--- src/rtl/addshift_multiplier.sv ---
// Sequential add-shift multiplier: WIDTH x WIDTH product in {A,B}, sign/carry in X.
// Signed mode subtracts the multiplicand on the final bit (two's-complement MSB weight).
module addshift_multiplier #(
    parameter int unsigned WIDTH = 8
) (
    input  logic             Clk,
    input  logic             Reset,
    input  logic             Run,
    input  logic             ClearA_LoadB,
    input  logic             Signed_Mode,
    input  logic [WIDTH-1:0] S,
    output logic [WIDTH-1:0] Aval,
    output logic [WIDTH-1:0] Bval,
    output logic             Xval,
    output logic             Busy,
    output logic             Done
);

    localparam int unsigned CNT_W = $clog2(WIDTH);

    typedef enum logic [2:0] {
        ST_IDLE,
        ST_START,
        ST_ADD,
        ST_SHIFT,
        ST_HOLD
    } state_t;

    state_t           state_q, state_next;
    logic [WIDTH-1:0] a_q, a_next;
    logic [WIDTH-1:0] b_q, b_next;
    logic [WIDTH-1:0] m_q, m_next;
    logic             x_q, x_next;
    logic             mode_q, mode_next;
    logic [CNT_W-1:0] cnt_q, cnt_next;
    logic             busy_q, busy_next;
    logic             done_q, done_next;

    logic             last_iter;
    logic             sub;
    logic [WIDTH:0]   a_ext;
    logic [WIDTH:0]   m_ext;
    logic [WIDTH:0]   m_op;
    logic [WIDTH:0]   sum;

    assign last_iter = (cnt_q == CNT_W'(WIDTH - 1));

    // Partial-product adder at WIDTH+1 bits; the extra bit lands in X.
    always_comb begin
        sub   = mode_q & last_iter;
        a_ext = {mode_q & a_q[WIDTH-1], a_q};
        m_ext = {mode_q & m_q[WIDTH-1], m_q};
        m_op  = sub ? ~m_ext : m_ext;
        sum   = a_ext + m_op + {{WIDTH{1'b0}}, sub};
    end

    // Next-state and datapath update.
    always_comb begin
        state_next = state_q;
        a_next     = a_q;
        b_next     = b_q;
        m_next     = m_q;
        x_next     = x_q;
        mode_next  = mode_q;
        cnt_next   = cnt_q;

        case (state_q)
            ST_IDLE: begin
                if (Run) begin
                    state_next = ST_START;
                end else if (ClearA_LoadB) begin
                    a_next = '0;
                    x_next = 1'b0;
                    b_next = S;
                end
            end
            ST_START: begin
                a_next     = '0;
                x_next     = 1'b0;
                m_next     = S;
                mode_next  = Signed_Mode;
                cnt_next   = '0;
                state_next = ST_ADD;
            end
            ST_ADD: begin
                if (b_q[0]) begin
                    x_next = sum[WIDTH];
                    a_next = sum[WIDTH-1:0];
                end
                state_next = ST_SHIFT;
            end
            ST_SHIFT: begin
                a_next = {x_q, a_q[WIDTH-1:1]};
                b_next = {a_q[0], b_q[WIDTH-1:1]};
                x_next = mode_q ? x_q : 1'b0;
                if (last_iter) begin
                    state_next = ST_HOLD;
                end else begin
                    cnt_next   = cnt_q + CNT_W'(1);
                    state_next = ST_ADD;
                end
            end
            ST_HOLD: begin
                if (!Run) begin
                    state_next = ST_IDLE;
                end
            end
            default: begin
                state_next = ST_IDLE;
            end
        endcase

        busy_next = (state_next == ST_START) || (state_next == ST_ADD) ||
                    (state_next == ST_SHIFT);
        done_next = (state_next == ST_HOLD);
    end

    // State, datapath and status registers.
    always_ff @(posedge Clk) begin
        if (Reset) begin
            state_q <= ST_IDLE;
            a_q     <= '0;
            b_q     <= '0;
            m_q     <= '0;
            x_q     <= 1'b0;
            mode_q  <= 1'b0;
            cnt_q   <= '0;
            busy_q  <= 1'b0;
            done_q  <= 1'b0;
        end else begin
            state_q <= state_next;
            a_q     <= a_next;
            b_q     <= b_next;
            m_q     <= m_next;
            x_q     <= x_next;
            mode_q  <= mode_next;
            cnt_q   <= cnt_next;
            busy_q  <= busy_next;
            done_q  <= done_next;
        end
    end

    assign Aval = a_q;
    assign Bval = b_q;
    assign Xval = x_q;
    assign Busy = busy_q;
    assign Done = done_q;

endmodule
--- config.mk ---
export PLATFORM = sky130hd
export DESIGN_NAME = addshift_multiplier
export DESIGN_NICKNAME = d
export VERILOG_FILES = /design/src/rtl/addshift_multiplier.sv
export SDC_FILE = /design/constraint.sdc
export NUM_CORES = 1
export LEC_CHECK = 0
export CAP_MARGIN = 20
export CORE_MARGIN = 1.5
export CORE_UTILIZATION = 48
export DETAILED_ROUTE_END_ITERATION = 12
export PLACE_DENSITY = 0.73
export SLEW_MARGIN = 20
export SYNTH_ARGS = -nofsm -noshare
export SYNTH_HDL_FRONTEND = slang
export SYNTH_SLANG_ARGS = --single-unit
--- constraint.sdc ---
create_clock -name Clk -period 7.5 [get_ports Clk]
set_input_delay 1.5 -clock Clk [delete_from_list [all_inputs] [get_ports Clk]]
set_output_delay 1.5 -clock Clk [all_outputs]
set_load 0.005 [all_outputs]
* Word level (Yosys, flattened, before mapping)
Index checks and enable logic that the tools add are counted.
** Storage, ports and cells
- Register bits :: 34
- Input bits :: 13
- Output and inout port bits :: 19
** Operators by class
- Add/sub/neg operators :: 3
- Reduce and logical (&&, ||, !) cells :: 10
- Bitwise logic cells :: 4
- Multiplexer cells :: 19
- Equal/unequal tests :: 14
** Operators by type and width (count)
- $mux W8 :: 5
- $pmux W8 S4 :: 1
- $pmux W8 S2 :: 1
- $pmux W3 S5 :: 1
- $eq A3 B2 Y1 const B :: 4
- $mux W3 :: 4
- $ne A2 B2 Y1 const B :: 5
- $add A9 B1 Y9 :: 1
- $add A9 B9 Y9 :: 1
- $eq A3 B3 Y1 const B :: 3
- $mux W9 :: 1
- $not A9 Y9 :: 1
- $eq A3 B1 Y1 const B :: 2
- $pmux W3 S2 :: 1
- $reduce_and A5 Y1 :: 1
- $mux W1 :: 4
- $pmux W1 S4 :: 1
- $reduce_and A4 Y1 :: 1
- $reduce_bool A2 Y1 :: 2
- $reduce_bool A4 Y1 :: 1
- $add A3 B1 Y3 const B :: 1
- $and A1 B1 Y1 :: 3
- $logic_not A3 Y1 :: 1
- $reduce_and A3 Y1 :: 1
- other kinds (2) :: 3

* Depth between registers and ports, before layout
Gate-level depths: netlist (run 1).
- Depth after elaboration :: 7
- Mapped depth :: 11

* Worst setup path before layout (run 1)
No wires, ideal clock.
- Kind :: register to register
- Start point :: register cnt_q[0]
- End point :: register a_q[7] (netlist: Aval[7])
- Required time :: 7.384 ns
- Library setup time :: 0.116 ns
- Arrival time :: 2.558 ns
- Slack :: 4.826 ns
- Stages on the path, launching flop included :: 12
- Clock period less this slack :: 2.674 ns
- Path through :: dfxtp_1 > ha_1 > ha_1 > buf_2 > nand2_1 > xnor2_1 > ha_1 > a21oi_1 > o22ai_1 > o31a_1 > or3_1 > a31o_1
** On the way
- Longest elaborated chain between the ends :: 7
** RTL lines
- start, declared :: line 35 : logic [CNT_W-1:0] cnt_q, cnt_next;
- start signal, assigned :: line 137 : cnt_q <= cnt_next;
- $eq A3 B3 Y1 (*) :: line 46 : assign last_iter = (cnt_q == CNT_W'(WIDTH - 1));
- $and A1 B1 Y1 (*) :: line 50 : sub = mode_q & last_iter;
- $mux W9 :: line 53 : m_op = sub ? ~m_ext : m_ext;
- $add A9 B9 Y9 :: line 54 : sum = a_ext + m_op + {{WIDTH{1'b0}}, sub};
- $add A9 B1 Y9 (*) :: line 54
- $mux W8 (*) :: line 86 : if (b_q[0]) begin
- $pmux W8 S4 (*) :: line 67 : case (state_q)
- end signal, assigned :: line 132 : a_q <= a_next;
- end, declared :: line 30 : logic [WIDTH-1:0] a_q, a_next;
Mark *: on every way between the ends. The rest lies on a longest branch, timed or not. The select of a mux whose other input is x is not followed.
A chain may end at the register's enable or synchronous reset.

* Worst setup path after layout (run 1)
- Start point :: register cnt_q[0]
- End point :: register a_q[6] (netlist: Aval[6])
The elaborated chain is that of the path after synthesis.

==> results of run 1 <==
metrics by stage:
stage,util,setup WS [ns],total power [uW]
detailed placement,0.576,4.27,302
CTS,0.600,4.47,444
global placement,0.576,4.31,300
finish,0.600,4.49,442
global route,0.600,4.24,464
floorplan,-,4.83,268
worst max-delay path, cell delays in order (launching register included):
cell and delay, ns:
dfxtp_1 0.36, ha_1 0.16, ha_1 0.33, nand2_1 0.31, xnor2_1 0.26, fa_1 0.47
a211oi_1 0.22, o21ai_0 0.21, xor2_1 0.19, a221oi_1 0.29, nor3_1 0.08
layout make-up:
class | instances | area (sq um) | area share
Inverter | 3 | 11.3 | 0.00473
Clock buffer | 6 | 82.6 | 0.0347
Clock inverter | 2 | 12.5 | 0.00525
Timing Repair Buffer | 32 | 318 | 0.133
Multi-Input combinational cell | 172 | 1210 | 0.510
Sequential cell | 34 | 681 | 0.286
Tap cell | 50 | 62.6 | 0.0263
per-layer routing:
metal | up-vias | part of all wire | GRT usage
li1 | 844 | - | -
met1 | 786 | 0.48 | 0.275
met2 | 41 | 0.46 | 0.319
met3 | 5 | 0.054 | 0.0600
met4 | 0 | 0.0098 | 0.0638
met5 | - | 0 | 0
registers in the layout, indices dropped and copies added, names as in the netlist:
| name | cells |
|---|---|
| Aval | 8 |
| Busy | 1 |
| Bval | 8 |
| Done | 1 |
| Xval | 1 |
| cnt_q | 3 |
| m_q | 8 |
| mode_q | 1 |
| state_q | 3 |
worst paths after layout:
path	cells after the start	slack (ns)	end
setup / recovery	10	4.49	Aval[6]
hold / removal	2	0.50	Xval
setup reg to reg	10	4.49	Aval[6]
hold reg to reg	2	0.50	Xval
layout by cell type (no fill, tap or decap), types with 4 or more instances in the layout:
cell type	count
nand2_1	28
nor2_1	33
clkbuf_8	6
a21oi_1	7
dfxtp_1	34
ha_1	11
o21ai_0	6
mux2i_1	9
nor3_1	7
a311oi_2	8
a221oi_1	4
xnor2_1	11
clkdlybuf4s50_1	31
a22oi_1	4
logic make-up (layout without fill, tap and decap cells):
logic type	after synthesis	after routing	synth area share
xor gates and xnor gates	13	13	0.0576
adders and majority gates	12	12	0.0797
and+or+nand+nor	87	87	0.206
muxes	9	9	0.0455
DFF	34	34	0.344
AOI/OAI and AO/OA	51	51	0.226
buffers and inverters	14	43	0.0417
power groups by stage:
stage               clock [uW]  combinational (uW)  sequential [uW]
floorplan                    0                61.3              207
global placement             0                90.1              210
detailed placement           0                91.7              210
CTS                        146                92.0              206
global route               154                 102              208
finish                     144                91.8              206
==> flow_metrics.py, run 1 <==
metrics = {
    "yosys": {
        "ys_top_cells_by_area": "dfxtp_1 (34%), ha_1 (7.0%), nor2_1 (6.3%)",
        "synth_nets": 245,
        "syn_inst": 220,
        "avgSynthCellArea_sq_um": 8.99,
        "ys_types": 51,
        "synth_edf_count": 0,
        "synth_commonest_cells": "dfxtp_1 (34), nor2_1 (33), nand2_1 (28)",
        "synth_top_area_frac": 0.344,
        "synth_top_cell_by_area": "dfxtp_1",
        "ys_async_sr_fraction": 0,
        "synth-seq-cells": 34,
        "synth_seq_area_share": 0.344,
        "yosys_warnings": 0,
        "synth_area_sq_um": 1980,
        "synthFlopType": "dfxtp_1",
        "yosys.cell_count.top_type": "dfxtp_1",
    },
    "route": {
        "drc": 0,
        "drt-initial-drc-count": 71,
        "drtAntennaViolNets": 0,
        "viasPerCell": 5.61,
        "wl_per_cell_um": 14.4,
        "drtPass1Iterations": 4,
        "drt_wl_total_um": 4300,
        "dr_total_vias": 1676,
    },
    "sta": {
        "tns_ns": 0,
        "finalCritPeriodShare": 0.401,
        "rsz0062_at_grt": "false",
        "max_freq_ghz": 0.333,
        "relSlewSlack": 0.329,
        "holdWs_ns": 0.497,
        "slew_violations": 0,
        "worst_pin_slew_ns": 1.00,
        "setup_viol": 0,
        "period_minus_slack_ns": 3.01,
        "final_hold_viol_count": 0,
        "clock_skew_ns": 0.00296,
    },
    "final_layout": {
        "stdcell_area_sq_um": 2380,
        "areaGrowthSynthToFinish_pct": 20.4,
        "fill_cells": 369,
        "final_cells": 299,
        "antenna_cells": 0,
        "nNetsFinal": 273,
        "drive_gt1_frac": 0.112,
    },
    "floorplan": {
        "rows": 23,
        "start_util": 0.498,
        "die_w_um": 67.2,
        "io-pin-count": 32,
        "die-area_sq_um": 4520,
        "die_y_um": 67.2,
        "core_sq_um": 3970,
    },
    "placement": {
        "place_area_sq_um": 2290,
        "gp_congestion": 0.895,
        "place_hpwl_um": 3140,
        "place_inst": 291,
        "io_buffers": 31,
    },
    "grt": {
        "grt_pass1_wl_um": 7040,
        "grt.total_usage": 0.206,
        "grt_max_degree": 35,
        "grt_overflow_total": 0,
        "grt_pass1_vias": 1502,
        "antenna_found_initial": 0,
    },
    "clock_tree": {
        "ctsHoldBuffers": 0,
        "cts_resized": 0,
        "cts_setup_buffers": 0,
        "cts_num_sinks": 34,
        "cts_buffer_depth": 2,
        "cts_tree": "built",
        "htree_levels": 2,
        "cts_buffers": 5,
        "cts-root-buf": "clkbuf_8",
        "clock_latency_ns": 0.29,
        "path_clk_slew_ns": 0.07,
    },
    "power_and_ir_drop": {
        "p_int_uw": 313,
        "ir_drop_mv": 0.121,
        "power_switching_share": 0.292,
        "power_switching_uw": 129,
        "pwr-share-clk": 0.326,
        "seq_power_share": 0.466,
        "cellLeakagePower_uw": 0.000925,
        "pwr-share-comb": 0.208,
        "power_density_nw_per_um2": 186,
    },
    "min_path": {
        "holdCritPathClass": "register to register",
        "hp-start": "Xval",
    },
    "job": {
        "cap_violations": 0,
    },
    "outcome": {
        "status": "complete, no violations",
    },
    "setup_path": {
        "setup.worst_path.class": "register to register",
        "worstSetupEndpointType": "register",
        "cp-start-kind": "register",
        "worst_ep_arrival_time_ns": 3.17,
        "crit_required_ns": 7.66,
        "startpoint": "cnt_q[0]",
        "reg2reg_from": "cnt_q[0]",
        "cp_max_fo": 7,
    },
}
No activity file was read; power rests on OpenSTA's default activity.
==> inputs of run 2 (changes only) <==
==> constraint.sdc (replaced) <==
create_clock -name Clk -period 2.8 [get_ports Clk]
set_input_delay 0.56 -clock Clk [delete_from_list [all_inputs] [get_ports Clk]]
set_output_delay 0.56 -clock Clk [all_outputs]
set_load 0.005 [all_outputs]
==> run 2 against run 1 <==
  * Via count shrank 0.60%
  * Final area up 2.0%
  * Largest cell class unchanged
  * Sequential cell count is the same
  * Critical path depth up 1
  * Setup slack got worse by 4.3 ns
  * Worst hold slack lost 0.0011 ns
  * Largest power group unchanged
==> flow_metrics.py, run 2 (synthesis results as in run 1) <==
metrics = {
    "clock_tree": {
        "cts_tree": "built",
        "clock_latency_ns": 0.29,
        "cts_buffers": 5,
        "ctsHoldBuffers": 0,
        "cts-root-buf": "clkbuf_8",
        "htree_levels": 2,
        "cts_buffer_depth": 2,
        "path_clk_slew_ns": 0.08,
        "cts_setup_buffers": 0,
        "cts_num_sinks": 34,
        "cts_resized": 0,
    },
    "min_path": {
        "holdCritPathClass": "register to register",
    },
    "sta": {
        "clock_skew_ns": 0.00866,
        "final_hold_viol_count": 0,
        "rsz0062_at_grt": "false",
        "slew_violations": 0,
        "max_freq_ghz": 0.380,
        "tns_ns": 0,
        "holdWs_ns": 0.496,
        "setup_ws_ns": 0.167,
        "relSlewSlack": 0.532,
        "setup_viol": 0,
        "period_minus_slack_ns": 2.63,
        "worst_pin_slew_ns": 0.702,
        "finalCritPeriodShare": 0.940,
    },
    "floorplan": {
        "start_util": 0.498,
        "io-pin-count": 32,
        "die_y_um": 67.2,
        "rows": 23,
        "core_sq_um": 3970,
        "die-area_sq_um": 4520,
        "die_w_um": 67.2,
    },
    "final_layout": {
        "ff_latch_area_sq_um": 681,
        "antenna_cells": 0,
        "areaGrowthSynthToFinish_pct": 22.9,
        "multi_input_area_sq_um": 1220,
        "final_common_cell": "dfxtp_1",
        "final_cell_mix": "dfxtp_1 (34), nor2_1 (33), clkdlybuf4s50_1 (31)",
        "nNetsFinal": 276,
        "final_cells": 302,
        "drive_gt1_frac": 0.131,
        "fill_cells": 370,
    },
    "grt": {
        "antenna_found_initial": 0,
        "grt_overflow_total": 0,
        "grt_max_degree": 34,
        "grt_pass1_wl_um": 7210,
        "grt_pass1_vias": 1574,
        "grt.total_usage": 0.216,
    },
    "setup_path": {
        "cp-start-kind": "register",
        "cpLargestDelayFamily": "adder cells",
        "cpMostUsedCell": "ha_1",
        "crit_chain": "ha_1 > ha_1 > buf_4 > nand3b_2 > nand2_1 > fa_1 > a211oi_1 > o21ai_1 > o31ai_2 > xnor2_1 > o32ai_1",
        "crit_required_ns": 2.97,
        "worstSetupEndpointType": "register",
        "setup.worst_path.class": "register to register",
        "r2r_setup_slack_ns": 0.17,
        "cpMaxStageDelayCell": "fa_1",
        "max_stage_delay_ns": 0.43,
        "critPathBufInv": 1,
        "cp_max_fo": 6,
        "worst_ep_arrival_time_ns": 2.80,
    },
    "placement": {
        "place_inst": 294,
        "io_buffers": 31,
        "dp_slack_ns": 0.136,
        "place_hpwl_um": 3220,
        "gp_congestion": 0.837,
    },
    "power_and_ir_drop": {
        "ir_drop_mv": 0.243,
        "power_density_nw_per_um2": 519,
        "power_uw": 1260,
        "cellLeakagePower_uw": 0.000937,
    },
    "route": {
        "drtAntennaViolNets": 0,
        "wl_per_cell_um": 15.0,
        "drc": 0,
        "drtPass1Iterations": 4,
        "drt-initial-drc-count": 104,
        "drt_wl_total_um": 4540,
        "dr_total_vias": 1666,
        "viasPerCell": 5.52,
    },
    "outcome": {
        "status": "complete, no violations",
    },
    "job": {
        "cap_violations": 0,
    },
}
-- run 2: changes by cell type in the layout (fill, tap and decap cells not counted) --
cell        delta
buf_4          +3
o21ai_0        -1
o21ai_1        +1
o31ai_2        +1
nand2_1        -1
clkinvlp_4     +1
clkbuf_8       -1
o31ai_1        -1
nand2_2        +1
clkinv_2       -1
bufinv_16      +1
-- run 2: metal layers --
layer / global-route usage / up-vias / share of wire
met5: 0 / - / 0
met4: 0.0740 / 0 / 0.0081
met3: 0.0550 / 4 / 0.035
met2: 0.359 / 26 / 0.48
met1: 0.272 / 784 / 0.48
li1: - / 852 / -
-- run 2: cell type report --
| cell class | count | share of cell area |
|---|---|---|
| Clock inverter | 3 | 0.0185 |
| Sequential cell | 34 | 0.280 |
| Inverter | 3 | 0.00463 |
| Multi-Input combinational cell | 172 | 0.503 |
| Clock buffer | 5 | 0.0283 |
| Tap cell | 50 | 0.0257 |
| Timing Repair Buffer | 35 | 0.140 |
-- run 2: through the flow --
step | area [sq um] | utilization
after floorplan | 1980 | -
after global placement | 2310 | 0.582
after detailed placement | 2310 | 0.582
after CTS | 2420 | 0.610
after global routing | 2430 | 0.612
final | 2430 | 0.612
-- run 2: worst min-delay path, stage by stage (launching register included) --
cell and delay (ns):
dfxtp_1 0.33, inv_1 0.05, o32ai_1 0.07
-- run 2: path summary, 6_finish.rpt --
| path | from | end | cells after the start |
|---|---|---|---|
| worst max-delay path | cnt_q[0] | Xval | 11 |
| worst min register to register | Xval | Xval | 2 |
| worst min-delay path | Xval | Xval | 2 |
| worst max register to register | cnt_q[0] | Xval | 11 |
-- run 2: where the power goes --
part	internal [uW]	switching, uW
logic	127	123
clock network	265	195
registers	515	37.0
total	907	356
